**src/rtl/gf16_inv_rnd_sched.sv**
```systemverilog
// Controller and fresh-randomness scheduler for the masked GF(2^4) inverter
// stage of the 2-share TI S-box pipeline. Buffers PRNG words, hands exactly
// one unused word to the inverter per issued operation, and drives per-stage
// register enables plus tag tracking through a fixed-depth pipeline with a
// global stall under output backpressure. No share data passes through here.
module gf16_inv_rnd_sched #(
    parameter int STAGES     = 3,
    parameter int FIFO_DEPTH = 4,
    parameter int TAG_W      = 4
) (
    input  logic              clk,
    input  logic              rst_n,
    input  logic [11:0]       rnd_in,
    input  logic              rnd_valid,
    output logic              rnd_ready,
    input  logic              in_valid,
    input  logic [TAG_W-1:0]  in_tag,
    output logic              in_ready,
    output logic [11:0]       r_out,
    output logic [STAGES-1:0] stage_en,
    output logic              out_valid,
    output logic [TAG_W-1:0]  out_tag,
    input  logic              out_ready,
    input  logic              flush,
    output logic [15:0]       starve_cnt
);

    localparam int PTR_W = $clog2(FIFO_DEPTH);
    localparam int CNT_W = $clog2(FIFO_DEPTH + 1);

    // Randomness buffer state
    logic [11:0]      fifo_mem_r [FIFO_DEPTH];
    logic [PTR_W-1:0] wr_ptr_r;
    logic [PTR_W-1:0] rd_ptr_r;
    logic [CNT_W-1:0] fifo_count_r;

    // Pipeline bookkeeping state
    logic [STAGES-1:0] v_r;
    logic [TAG_W-1:0]  tag_r [STAGES];
    logic [15:0]       starve_cnt_r;

    // Combinational control
    logic              run_s;
    logic              fifo_nonempty_s;
    logic              fifo_full_s;
    logic              adv_s;
    logic              in_ready_s;
    logic              issue_s;
    logic              rnd_ready_s;
    logic              push_s;
    logic              starve_s;
    logic [STAGES-1:0] stage_en_s;
    logic [11:0]       r_out_s;

    // Outputs are gated by rst_n so that the reset cycle itself presents a
    // quiet interface even while the registers still hold pre-reset state.
    assign run_s           = rst_n;
    assign fifo_nonempty_s = (fifo_count_r != {CNT_W{1'b0}});
    assign fifo_full_s     = (fifo_count_r == CNT_W'(FIFO_DEPTH));

    // A full last stage that nobody takes stalls the whole pipeline.
    assign adv_s       = !v_r[STAGES-1] || out_ready;
    assign in_ready_s  = run_s && adv_s && fifo_nonempty_s && !flush;
    assign issue_s     = in_valid && in_ready_s;
    assign rnd_ready_s = run_s && !fifo_full_s;
    assign push_s      = rnd_valid && rnd_ready_s;
    assign starve_s    = run_s && in_valid && adv_s && !fifo_nonempty_s && !flush;

    // Per-stage load enables: stage 0 loads on issue, later stages follow their valid predecessor.
    always_comb begin
        stage_en_s    = {STAGES{1'b0}};
        stage_en_s[0] = issue_s;
        for (int i = 1; i < STAGES; i++) begin
            stage_en_s[i] = run_s && adv_s && v_r[i-1] && !flush;
        end
    end

    // Present the FIFO head to the inverter; zero when no fresh word is buffered.
    always_comb begin
        r_out_s = 12'h000;
        if (run_s && fifo_nonempty_s) begin
            r_out_s = fifo_mem_r[rd_ptr_r];
        end else begin
            r_out_s = 12'h000;
        end
    end

    // Randomness FIFO storage and pointers; the head is consumed only by an issue.
    always_ff @(posedge clk) begin
        if (!rst_n) begin
            wr_ptr_r <= {PTR_W{1'b0}};
            rd_ptr_r <= {PTR_W{1'b0}};
            for (int i = 0; i < FIFO_DEPTH; i++) begin
                fifo_mem_r[i] <= 12'h000;
            end
        end else begin
            if (push_s) begin
                fifo_mem_r[wr_ptr_r] <= rnd_in;
                wr_ptr_r             <= wr_ptr_r + PTR_W'(1);
            end else begin
                wr_ptr_r <= wr_ptr_r;
            end
            if (issue_s) begin
                rd_ptr_r <= rd_ptr_r + PTR_W'(1);
            end else begin
                rd_ptr_r <= rd_ptr_r;
            end
        end
    end

    // Occupancy count; a simultaneous push and pop leaves it unchanged.
    always_ff @(posedge clk) begin
        if (!rst_n) begin
            fifo_count_r <= {CNT_W{1'b0}};
        end else begin
            case ({push_s, issue_s})
                2'b10:   fifo_count_r <= fifo_count_r + CNT_W'(1);
                2'b01:   fifo_count_r <= fifo_count_r - CNT_W'(1);
                default: fifo_count_r <= fifo_count_r;
            endcase
        end
    end

    // Valid/tag shift register; flush wins over advance, stall holds everything.
    always_ff @(posedge clk) begin
        if (!rst_n) begin
            v_r <= {STAGES{1'b0}};
            for (int i = 0; i < STAGES; i++) begin
                tag_r[i] <= {TAG_W{1'b0}};
            end
        end else if (flush) begin
            v_r <= {STAGES{1'b0}};
        end else if (adv_s) begin
            v_r[0]   <= issue_s;
            tag_r[0] <= issue_s ? in_tag : {TAG_W{1'b0}};
            for (int i = 1; i < STAGES; i++) begin
                v_r[i]   <= v_r[i-1];
                tag_r[i] <= tag_r[i-1];
            end
        end else begin
            v_r <= v_r;
        end
    end

    // Saturating count of cycles where a request could advance but had no randomness.
    always_ff @(posedge clk) begin
        if (!rst_n) begin
            starve_cnt_r <= 16'h0000;
        end else if (starve_s && (starve_cnt_r != 16'hFFFF)) begin
            starve_cnt_r <= starve_cnt_r + 16'h0001;
        end else begin
            starve_cnt_r <= starve_cnt_r;
        end
    end

    assign rnd_ready  = rnd_ready_s;
    assign in_ready   = in_ready_s;
    assign r_out      = r_out_s;
    assign stage_en   = stage_en_s;
    assign out_valid  = run_s && v_r[STAGES-1];
    assign out_tag    = tag_r[STAGES-1];
    assign starve_cnt = starve_cnt_r;

endmodule

```
**config.mk**
```make
export PLATFORM = sky130hd
export DESIGN_NAME = gf16_inv_rnd_sched
export DESIGN_NICKNAME = d
export VERILOG_FILES = /design/src/rtl/gf16_inv_rnd_sched.sv
export SDC_FILE = /design/constraint.sdc
export NUM_CORES = 1
export LEC_CHECK = 0
export ABC_AREA = 1
export CELL_PAD_IN_SITES_DETAIL_PLACEMENT = 2
export CELL_PAD_IN_SITES_GLOBAL_PLACEMENT = 2
export CORE_MARGIN = 10
export CORE_UTILIZATION = 25
export CTS_BUF_LIST = sky130_fd_sc_hd__clkbuf_4
export CTS_CLUSTER_DIAMETER = 120
export DETAILED_ROUTE_END_ITERATION = 7
export GPL_TIMING_DRIVEN = 0
export PLACE_DENSITY_LB_ADDON = 0.15
export SLEW_MARGIN = 20
export SYNTH_ARGS = -nofsm -noshare
export SYNTH_HDL_FRONTEND = slang
export SYNTH_SLANG_ARGS = --single-unit
export TNS_END_PERCENT = 20
```
**constraint.sdc**
```tcl
create_clock -name clk -period 3.1 [get_ports clk]
set_input_delay 0.62 -clock clk [delete_from_list [all_inputs] [get_ports clk]]
set_output_delay 0.62 -clock clk [all_outputs]
set_load 0.03 [all_outputs]
```
==> flow_metrics.tcl <==
set metrics [dict create \
    status "complete, no violations" \
    gp_congestion 0.7427 \
    cp-endpoint "stage_en[2]" \
    end_kind "output pin" \
    clock_latency_ns 0.47 \
    startpoint "rst_n" \
    cpMaxStageDelayCell "clkdlybuf4s50_1" \
    post-cts-setup-buffer-count 0 \
    hold_class "register to register" \
    maxCapViolCount 0 \
    syn_nets 500 \
    cp_cell_sequence "clkdlybuf4s50_1 -> inv_2 -> nor2_4 -> nand2_4 -> buf_2 -> nor2_1 -> dlygate4sd2_1" \
    synth-edff-count 60 \
    leakagePower_nw 2.031 \
    final_common_cell "nor2_1" \
    core_um2 15940 \
    die_h_um 147.9 \
    crit_fanout 10 \
    ys.warnings.count 0 \
    wl_per_cell_um 16.98 \
    hold_violations 0 \
    start_util_pct 25.63 \
    ys_ff_latch 88 \
    multi_input_area_um2 1428 \
    dp_hpwl_um 9700 \
    fill_cells 1820 \
    root_buffer "clkbuf_4" \
    rsz0062_at_grt "false" \
    syn_inst 475 \
    power_mw 2.276 \
    yosysSeqAreaShare_pct 57.81 \
    seqCellArea_um2 2362 \
    grt_usage_pct 12.47 \
    grt_pass1_vias 3836 \
    path_delay_family "buffers and inverters" \
    finClkSkew_ns 0.02164 \
    peakVddDrop_mv 0.1584 \
    port-buffer-count 59 \
    r2r_setup_slack_ns 0.48 \
    htree_levels 3 \
    layout_common_cells "nor2_1 (153), nand2_1 (65), edfxtp_1 (60)" \
    clkSinkCount 88 \
    vias_per_cell 4.430 \
    antenna_found_initial 1 \
    io_pins 60 \
    ys.flop_type "edfxtp_1" \
    worstPathRequired_ns 2.48 \
    first_pass_iters 5 \
    relSlewSlack_pct 54.13 \
    synth_cell_types 29 \
    setup_viol 0 \
    rows 46 \
    grt_first_pass_wirelength_um 21160 \
    maxSlewViolCount 0 \
    worst-path-buf-inv 4 \
    fmax_ghz 0.3348 \
    worstPathArrival_ns 2.37 \
    finalWirelength_um 13060 \
    drtIter0Drc 182 \
    floorplan.die_area_um2 21860 \
    reg2reg_from "fifo_count_r[1]" \
    vias 3407 \
    final_core_util_pct 32.00 \
    critPathLaunchType "input port" \
    p_per_area_nw_per_um2 446.0 \
    netlist_area_um2 4086 \
    drive_above_1_share_pct 8.333 \
    synth.avg_cell_area_um2 8.603 \
    slowest_delay_ns 0.58 \
    crit_type "input port to output pin" \
    worst-path-stages 7 \
    setup_tns_ns 0 \
    max_slew.worst_pin.slew_ns 0.6864 \
    async_flop_share_pct 0 \
    stdcell_count 769 \
    cts_hold_buf 0 \
    clkSlewWorstSetupHoldPaths_ns 0.15 \
    min_period_over_period_pct 96.34 \
    drc 0 \
    reg2reg_depth 11 \
    cts_tree "built" \
    grt_max_degree 15 \
    dp_cells 752 \
    cts_buffers 9 \
    min_period_ns 2.987 \
    ant_nets 0 \
    clockBufferDepth 2 \
    r2r_end "fifo_count_r[2]" \
    grt.overflow.total 0 \
    die_x_um 147.9 \
    whs_ns 0.4941 \
    nNetsFinal 572 \
    synthToLayoutAreaGrowth_pct 24.86 \
]
==> cells by family after synthesis <==
logic type | after synthesis | share of synthesized area (%)
flip-flops | 88 | 57.81
AND/OR/NAND/NOR | 241 | 24.22
adder cells (fa/ha/maj) | 3 | 1.102
XOR/XNOR | 5 | 1.072
AO/OA/AOI/OAI | 66 | 8.451
buffers and inverters | 72 | 7.348
==> layout make-up <==
class / count / area share [%]
Antenna cell: 1 / 0.04904
Buffer: 22 / 2.501
Clock buffer: 10 / 1.471
Clock inverter: 6 / 1.177
Inverter: 50 / 3.678
Multi-Input combinational cell: 315 / 27.98
Sequential cell: 88 / 46.30
Tap cell: 216 / 5.297
Timing Repair Buffer: 61 / 11.55
==> synth_stat cells, types with 2 or more instances <==
cell type | number | area [um^2]
nand3_1 | 8 | 40.04
clkbuf_1 | 11 | 41.29
a31oi_1 | 2 | 12.51
dfxtp_1 | 28 | 560.5
xnor2_1 | 3 | 26.28
xor2_1 | 2 | 17.52
nand2_1 | 65 | 244.0
nor2_1 | 153 | 574.3
o21ai_0 | 32 | 160.2
o21ai_1 | 2 | 10.01
a21oi_1 | 28 | 140.1
buf_1 | 2 | 7.510
nand2_2 | 2 | 12.51
nor2_4 | 3 | 33.78
inv_1 | 49 | 183.9
edfxtp_1 | 60 | 1802
ha_1 | 2 | 25.02
buf_4 | 5 | 37.54
nand4_1 | 6 | 37.54
buf_2 | 3 | 15.01
==> repair_timing <==
item                       in CTS  in global routing
resized for setup              27                  1
gates cloned                    0                  0
setup endpoints to repair      18                  1
==> worst min path at each step <==
stage / cells past startpoint / from / slack (ns) / to
after CTS: 2 / v_r[1] / 0.50 / v_r[2]
after detailed placement: 2 / v_r[1] / 0.47 / v_r[2]
after global routing: 2 / v_r[1] / 0.51 / v_r[2]
after global placement: 2 / wr_ptr_r[0] / 0.46 / wr_ptr_r[0]
final: 2 / v_r[1] / 0.49 / v_r[2]
after floorplan: 2 / v_r[1] / 0.43 / v_r[2]
==> worst register-to-register path: stages (launching register included) <==
cell,delay [ns]
dfxtp_1,0.36
nor2_1,0.30
a21oi_4,0.13
nand2_2,0.16
clkbuf_2,0.35
ha_1,0.22
inv_1,0.07
fa_1,0.39
a21oi_1,0.16
o21ai_0,0.14
o21ai_0,0.17
a21oi_1,0.06
==> where the power goes <==
part / internal, mW / switching (mW) / leakage, nW
clock network: 0.251 / 0.440 / 0.0738
logic: 0.0877 / 0.172 / 1.10
registers: 1.31 / 0.0170 / 0.859
==> registers in the layout, indices dropped and copies added, names as in the netlist, named ones only <==
name          cells
fifo_mem_r       48
v_r               3
fifo_count_r      3
wr_ptr_r          2
tag_r            12
rd_ptr_r          2
starve_cnt       16
==> stage by stage <==
stage          setup slack [ns]  instance area (um^2)
4_1_cts                 0.07238                  5099
3_3_place_gp            -0.4857                  4947
2_1_floorplan            0.6138                  4086
3_5_place_dp            -0.5758                  4970
5_1_grt                0.001170                  5102
6_report                 0.1134                  5102
==> layer usage <==
layer	vias up	track usage (%)	wire length, um
met2	48	21.62	6608
li1	1666	-	-
met1	1681	14.83	5857
met3	12	2.473	404
met5	-	0	0
met4	0	4.807	184
(Power assumes the default switching activity.)
